===== src/rtl/taillight_input_conditioner_if.sv =====
// Switch-side and conditioned-output signals of the taillight input conditioner.
// The board side (master) drives the raw switches; the conditioner (slave) drives the rest.
interface taillight_input_conditioner_if;
    logic sw_left;
    logic sw_right;
    logic sw_bk;
    logic sw_haz;
    logic step_clk;
    logic step_tick;
    logic left;
    logic right;
    logic bk;
    logic haz;

    modport master (
        output sw_left, sw_right, sw_bk, sw_haz,
        input  step_clk, step_tick, left, right, bk, haz
    );

    modport slave (
        input  sw_left, sw_right, sw_bk, sw_haz,
        output step_clk, step_tick, left, right, bk, haz
    );
endinterface


===== src/rtl/taillight_input_conditioner.sv =====
// Front end for the taillight sequencer: synchronises and debounces the raw switches, divides
// the board clock to the step clock, and holds the conditioned requests across each step.
module taillight_input_conditioner #(
    parameter int unsigned DIV_HALF        = 6250000,
    parameter int unsigned DEBOUNCE_CYCLES = 500000,
    parameter bit          HAZ_TOGGLE      = 1'b0
) (
    input logic                          clk,
    input logic                          rst_n,
    taillight_input_conditioner_if.slave bus
);
    localparam int unsigned     DbW     = $clog2(DEBOUNCE_CYCLES + 1);
    localparam int unsigned     DivW    = $clog2(DIV_HALF + 1);
    localparam logic [DbW-1:0]  DbLast  = DbW'(DEBOUNCE_CYCLES - 1);
    localparam logic [DivW-1:0] DivLast = DivW'(DIV_HALF - 1);

    // Channel order: [0] left, [1] right, [2] bk, [3] haz.
    logic [3:0]      raw;
    logic [3:0]      sync1_q, sync2_q;
    logic [3:0]      stable_q, stable_d;
    logic [DbW-1:0]  db_cnt_q [4];
    logic [DbW-1:0]  db_cnt_d [4];
    logic [DivW-1:0] div_cnt_q, div_cnt_d;
    logic            step_clk_q, step_clk_d;
    logic            step_tick_q, step_tick_d;
    logic            div_wrap, step_fall;
    logic            haz_latch_q, haz_latch_d;
    logic            haz_src;
    logic [3:0]      out_q, out_d;

    assign raw = {bus.sw_haz, bus.sw_bk, bus.sw_right, bus.sw_left};

    always_comb begin
        stable_d = stable_q;
        for (int i = 0; i < 4; i++) begin
            db_cnt_d[i] = '0;
            if (sync2_q[i] != stable_q[i]) begin
                if (db_cnt_q[i] == DbLast) begin
                    stable_d[i] = sync2_q[i];
                end else begin
                    db_cnt_d[i] = db_cnt_q[i] + DbW'(1);
                end
            end
        end
    end

    always_comb begin
        div_wrap    = (div_cnt_q == DivLast);
        div_cnt_d   = div_wrap ? '0 : div_cnt_q + DivW'(1);
        step_clk_d  = step_clk_q ^ div_wrap;
        step_tick_d = div_wrap & ~step_clk_q;
        step_fall   = div_wrap & step_clk_q;
        // Next-state values so a change accepted on the falling step is captured there.
        haz_latch_d = haz_latch_q ^ (stable_d[3] & ~stable_q[3]);
        haz_src     = HAZ_TOGGLE ? haz_latch_d : stable_d[3];
        out_d       = step_fall ? {haz_src, stable_d[2:0]} : out_q;
    end

    always_ff @(posedge clk) begin
        if (!rst_n) begin
            sync1_q     <= '0;
            sync2_q     <= '0;
            stable_q    <= '0;
            div_cnt_q   <= '0;
            step_clk_q  <= 1'b0;
            step_tick_q <= 1'b0;
            haz_latch_q <= 1'b0;
            out_q       <= '0;
            for (int i = 0; i < 4; i++) begin
                db_cnt_q[i] <= '0;
            end
        end else begin
            sync1_q     <= raw;
            sync2_q     <= sync1_q;
            stable_q    <= stable_d;
            div_cnt_q   <= div_cnt_d;
            step_clk_q  <= step_clk_d;
            step_tick_q <= step_tick_d;
            haz_latch_q <= haz_latch_d;
            out_q       <= out_d;
            for (int i = 0; i < 4; i++) begin
                db_cnt_q[i] <= db_cnt_d[i];
            end
        end
    end

    assign bus.step_clk  = step_clk_q;
    assign bus.step_tick = step_tick_q;
    assign bus.left      = out_q[0];
    assign bus.right     = out_q[1];
    assign bus.bk        = out_q[2];
    assign bus.haz       = out_q[3];
endmodule


===== src/flat_wrapper.sv =====
// flat-port wrapper written by rule: the top's interface ports become plain ports
module taillight_input_conditioner_flat 
#(
    parameter int unsigned DIV_HALF        = 6250000,
    parameter int unsigned DEBOUNCE_CYCLES = 500000,
    parameter bit          HAZ_TOGGLE      = 1'b0
)
  (clk, rst_n, bus_sw_left, bus_sw_right, bus_sw_bk, bus_sw_haz, bus_step_clk, bus_step_tick, bus_left, bus_right, bus_bk, bus_haz);
  taillight_input_conditioner_if bus_i ();
  input logic clk;
  input logic rst_n;
  input wire logic [$bits(bus_i.sw_left)-1:0] bus_sw_left;
  input wire logic [$bits(bus_i.sw_right)-1:0] bus_sw_right;
  input wire logic [$bits(bus_i.sw_bk)-1:0] bus_sw_bk;
  input wire logic [$bits(bus_i.sw_haz)-1:0] bus_sw_haz;
  output wire logic [$bits(bus_i.step_clk)-1:0] bus_step_clk;
  output wire logic [$bits(bus_i.step_tick)-1:0] bus_step_tick;
  output wire logic [$bits(bus_i.left)-1:0] bus_left;
  output wire logic [$bits(bus_i.right)-1:0] bus_right;
  output wire logic [$bits(bus_i.bk)-1:0] bus_bk;
  output wire logic [$bits(bus_i.haz)-1:0] bus_haz;
  assign bus_i.sw_left = bus_sw_left;
  assign bus_i.sw_right = bus_sw_right;
  assign bus_i.sw_bk = bus_sw_bk;
  assign bus_i.sw_haz = bus_sw_haz;
  assign bus_step_clk = bus_i.step_clk;
  assign bus_step_tick = bus_i.step_tick;
  assign bus_left = bus_i.left;
  assign bus_right = bus_i.right;
  assign bus_bk = bus_i.bk;
  assign bus_haz = bus_i.haz;
  taillight_input_conditioner #(.DIV_HALF(DIV_HALF), .DEBOUNCE_CYCLES(DEBOUNCE_CYCLES), .HAZ_TOGGLE(HAZ_TOGGLE)) u_core (.clk(clk), .rst_n(rst_n), .bus(bus_i));
endmodule

===== config.mk =====
export PLATFORM = sky130hd
export DESIGN_NAME = taillight_input_conditioner_flat
export DESIGN_NICKNAME = d
export VERILOG_FILES = /design/src/rtl/taillight_input_conditioner_if.sv /design/src/rtl/taillight_input_conditioner.sv /design/src/flat_wrapper.sv
export SDC_FILE = /design/constraint.sdc
export NUM_CORES = 1
export LEC_CHECK = 0
export CAP_MARGIN = 20
export CORE_MARGIN = 1
export CORE_UTILIZATION = 45
export CTS_CLUSTER_DIAMETER = 80
export DETAILED_ROUTE_END_ITERATION = 8
export HOLD_SLACK_MARGIN = 0.03
export PLACE_DENSITY = 0.59
export SYNTH_ARGS = -nofsm -noshare
export SYNTH_HDL_FRONTEND = slang
export SYNTH_SLANG_ARGS = --single-unit

===== constraint.sdc =====
create_clock -name clk -period 5.85 [get_ports clk]
set_input_delay 1.4625 -clock clk [delete_from_list [all_inputs] [get_ports clk]]
set_output_delay 1.4625 -clock clk [all_outputs]
set_load 0.02 [all_outputs]

# Yosys cells after proc, flatten, opt, wreduce, memory -nomap -nowiden
# Memories as Yosys holds them, arrays and structs flattened.
# Index checks and enable logic that the tools add are counted.
[totals] mem_bits_rw=76 in_bits=6 reg_bits=41 wordCells=54 mem_count=1 output_inout_bits=6
[classes] bitwise_logic=9 n_addsub=5 n_reduce_logical=1 muxes=22 n_eq_ne=9
[memory_table] memory="u_core.db_cnt_q" words=4 width=19 read_ports=4 rd_ports_with_merged_regs=0 write_ports=4 line_no="taillight_input_conditioner.sv:21" source="logic [DbW-1:0] db_cnt_q [4];"
[op_table] operator="$mux 19" n=12
[op_table] operator="$add 19x1->19 const B" n=4
[op_table] operator="$eq 19x19->1 const B" n=4
[op_table] operator="$add 23x1->23 const B" n=1
[op_table] operator="$eq 23x23->1 const B" n=1
[op_table] operator="$mux 1" n=10
[op_table] operator="$ne 1x1->1" n=4
[op_table] operator="$or 1x1->1" n=4
[op_table] operator="$and 1x1->1" n=2
[op_table] operator="$not 1->1" n=2
[op_table] operator="$reduce_or 2->1" n=1
[op_table] operator="$xor 1x1->1" n=1

# Logic depth before layout (Yosys ltp)
[depth] ltp_word=4 ltp_mapped=7 mapped_depth_nobuf=7

# Worst setup path before layout
# No wires, ideal clock.
[synth_path] path_type="input to register" startpoint="in rst_n" endpoint="mem u_core.db_cnt_q[0][26] (netlist bit)" slack_ps=3533 arrival_time_ps=2189 setup_ps=128 path_stages=5 path_cell_list="nand2_1 -> a21o_1 -> clkbuf_1 -> clkbuf_1 -> nor2_1"
[synth_rtl] element="start, declared" line_no="flat_wrapper.sv:11" source="input logic rst_n;"
[synth_rtl] element="end, declared" line_no="taillight_input_conditioner.sv:21"

# Final worst setup path
[layout_path] startpoint="reg u_core.step_clk_q (netlist: u_core.bus.step_clk)" endpoint="out bus_step_clk"
[layout_rtl] element="start, declared" line_no="taillight_input_conditioner.sv:24" source="logic step_clk_q, step_clk_d;"
[layout_rtl] element="start signal, assigned" line_no="taillight_input_conditioner.sv:77" source="step_clk_q <= step_clk_d;"
[layout_rtl] element="end, declared" line_no="flat_wrapper.sv:16" source="output wire logic [$bits(bus_i.step_clk)-1:0] bus_step_clk;"
# No word-level cell between the ends.

==> results.md <==
* Maxcap violations at 0
* Drt total wl at 9370 um
* Overflow after GRT at 0
* Unrepaired setup endpoints after global routing: false
* Critical Path Fanout Max at 3
* Largest net degree at the start of global routing at 24
* First-pass iteration count of the detailed router at 4
* Inst Count DP at 697
* Post-Syn Area at 0.00505 mm^2
* Critical Path Max Stage Delay at 0.65 ns
* Ys Warns at 0
* First-pass GRT wire length at 16,300 um
* ANT cells at 0
* H-Tree Depth at 4
* Initial antenna violation count at 0
* WL/cell at 12.9 um
* Yosys cell types at 41
* Maximum vdd ir drop at 0.192 mV
* Worst slew margin at 38.3%
* Hold Buf Count CTS at 0
* Vias at 3,925
* Clk Latency, worst-skew pair at 0.52 ns
* IO Count at 12
* Fin cells at 728
* Nets@finish at 589
* Root cell of the clock tree: clkbuf_8
* Hold Violations, Final at 0
* Post_cts resized at 0
* Clk slew on worst S/H paths at 0.06 ns
* Number of synthesized register bits at 117
* CTS tree: yes
* Placed cell areas at 0.00526 mm^2
* CP Cell Sequence: clkdlybuf4s50_1
* Crit end category: output port
* Worst Hold Class: reg2reg
* Worst-Margin Slew at 0.925 ns
* PortBufs at 11
* CP Class: reg2out
* Async SR Flop Fraction at 0%
* Pwr/cell area at 327 mW/mm^2
* Register area share after synthesis at 46.4%
* CTS Buffer Depth at 2
* Worst Path Buf+Inv at 1
* Worst EP arrival at 1.53 ns
* Critical hold path startpoint: u_core.sync1_q[0]
* CP top delay family: buffers and inverters
* Startpoint Class: flop
* Vias per Instance at 5.39
* Post-CTS setup buffers at 0
* Routability cong. at 0.741
* Layout cells sized above 1 at 6.63%
* Initial Util at 46.4%
* Die height at 108 um
* Num Clock Sinks at 117
* R2R Path Start: u_core.db_cnt_q[0][70]
* Final Instance Area at 0.00589 mm^2
* Syn Inst Count at 563
* Die area at 0.0116 mm^2
* Die Wd at 108 um
* Fin crit period at 2.99 ns
* Setup Skew at 0.00560 ns
* Vias in the first global route at 3,636
* Final ANT Viol Nets at 0
* Final worst path period share at 51.2%
* Sum Neg Setup Slack at 0 ns
* R2R depth at 4
* FILL cells at 976
* Total GRT Usage at 17.9%
* Worst hold path depth at 1
* DRC Markers at 0
* Outcome: finished clean
* Syn Nets at 576
* Fin. max-slew vios at 0
* Power, Total at 1930 uW
* Top achievable clock speed at 334 MHz
* WP depth at 1
* Top FF cell, synth: dfxtp_1
* CTS buffer count at 17
* Syn_area_per_cell at 8.97 um^2
* P&R area growth vs syn at 16.7%
* Detailed Place HPWL at 6260 um
* Leak Pwr at 0.00190 uW
* # rows at 38
* Required time worst endpoint at 4.39 ns
* # setup viols final at 0
* Worst setup startpoint: u_core.bus.step_clk
* Slowest-stage cell, CP: clkdlybuf4s50_1
* Post-synth EDFFs at 0
* CORE AREA at 0.0109 mm^2
* 1st-iter DRT viols at 113
[sequential cells by signal (all words and copies together) (netlist names)]
name                  count
u_core.db_cnt_q          76
u_core.div_cnt_q         23
u_core.out_q              4
u_core.stable_q           4
u_core.sync1_q            4
u_core.sync2_q            4
u_core.bus.step_clk       1
u_core.bus.step_tick      1
[logic make-up after synthesis]
group           count (synthesis)  synth area share (%)
simple gates                  266                  28.5
buf+inv                        32                  2.85
compound gates                 75                  9.10
flops                         117                  46.4
xor+xnor                       66                  11.5
fa+ha+maj                       7                  1.74
[stage by stage]
step / worst slack (ns) / util (%) / hold WS, ns
2_1_floorplan: 3.53 / - / 0.412
3_3_place_gp: 2.55 / 48.3 / 0.413
3_5_place_dp: 2.46 / 48.3 / 0.420
4_1_cts: 2.83 / 54.1 / 0.433
5_1_grt: 2.78 / 54.1 / 0.445
6_report: 2.86 / 54.1 / 0.429
[final timing paths]
path,slack [ns],endpoint
hold reg to reg,0.43,u_core.sync2_q[0]
setup / recovery,2.86,bus_step_clk
setup reg to reg,3.46,u_core.db_cnt_q[0][60]
hold / removal,0.43,u_core.sync2_q[0]
[synthesized netlist by cell type, types with 3 or more instances]
| cell type | instances | area, um^2 |
|---|---|---|
| or4_1 | 14 | 105 |
| ha_1 | 7 | 87.6 |
| and4_1 | 13 | 114 |
| nand2_1 | 30 | 113 |
| o31ai_1 | 14 | 105 |
| dfxtp_1 | 117 | 2340 |
| xor2_1 | 45 | 394 |
| clkbuf_1 | 14 | 52.6 |
| a21boi_0 | 3 | 22.5 |
| inv_1 | 14 | 52.6 |
| nand4_1 | 27 | 169 |
| and3_1 | 11 | 68.8 |
| or3_1 | 19 | 119 |
| nor3_1 | 3 | 15.0 |
| a31oi_1 | 4 | 25.0 |
| a21oi_1 | 27 | 135 |
| xnor2_1 | 21 | 184 |
| nand3_1 | 36 | 180 |
| o21ai_0 | 20 | 100 |
| and2_1 | 11 | 68.8 |
| nor2_1 | 77 | 289 |
| nor4_1 | 10 | 62.6 |
[per-layer routing]
metal  up-vias  global-route usage, %  wire length (um)
li1       2030                      -                 -
met1      1835                   22.1              4440
met2        45                   28.0              4350
met3        15                   6.54               421
met4         0                   8.22               160
met5         -                      0                 0
[placed cells by master, fill, tap and decap left out, types with 16 or more instances in the layout]
cell type,n
nand3_1,36
clkbuf_16,16
nor2_1,77
nand4_1,27
nand2_1,30
dfxtp_1,117
xor2_1,45
or3_1,19
o21ai_0,20
a21oi_1,27
xnor2_1,21
[cell type report]
class	count	area, um^2	share of cell area (%)
Clock buffer	22	453	7.69
Clock inverter	9	175	2.97
Inverter	14	52.6	0.892
Multi-Input combinational cell	414	2570	43.7
Sequential cell	117	2340	39.8
Tap cell	140	175	2.97
Timing Repair Buffer	12	118	2.00
[power by group]
group	total [uW]	internal (uW)	leakage [uW]	switching [uW]
Clock	1100	753	0.000301	345
Combinational	20.7	8.46	0.000655	12.2
Sequential	806	803	0.000945	3.65
No activity file was read; power rests on OpenSTA's default activity.
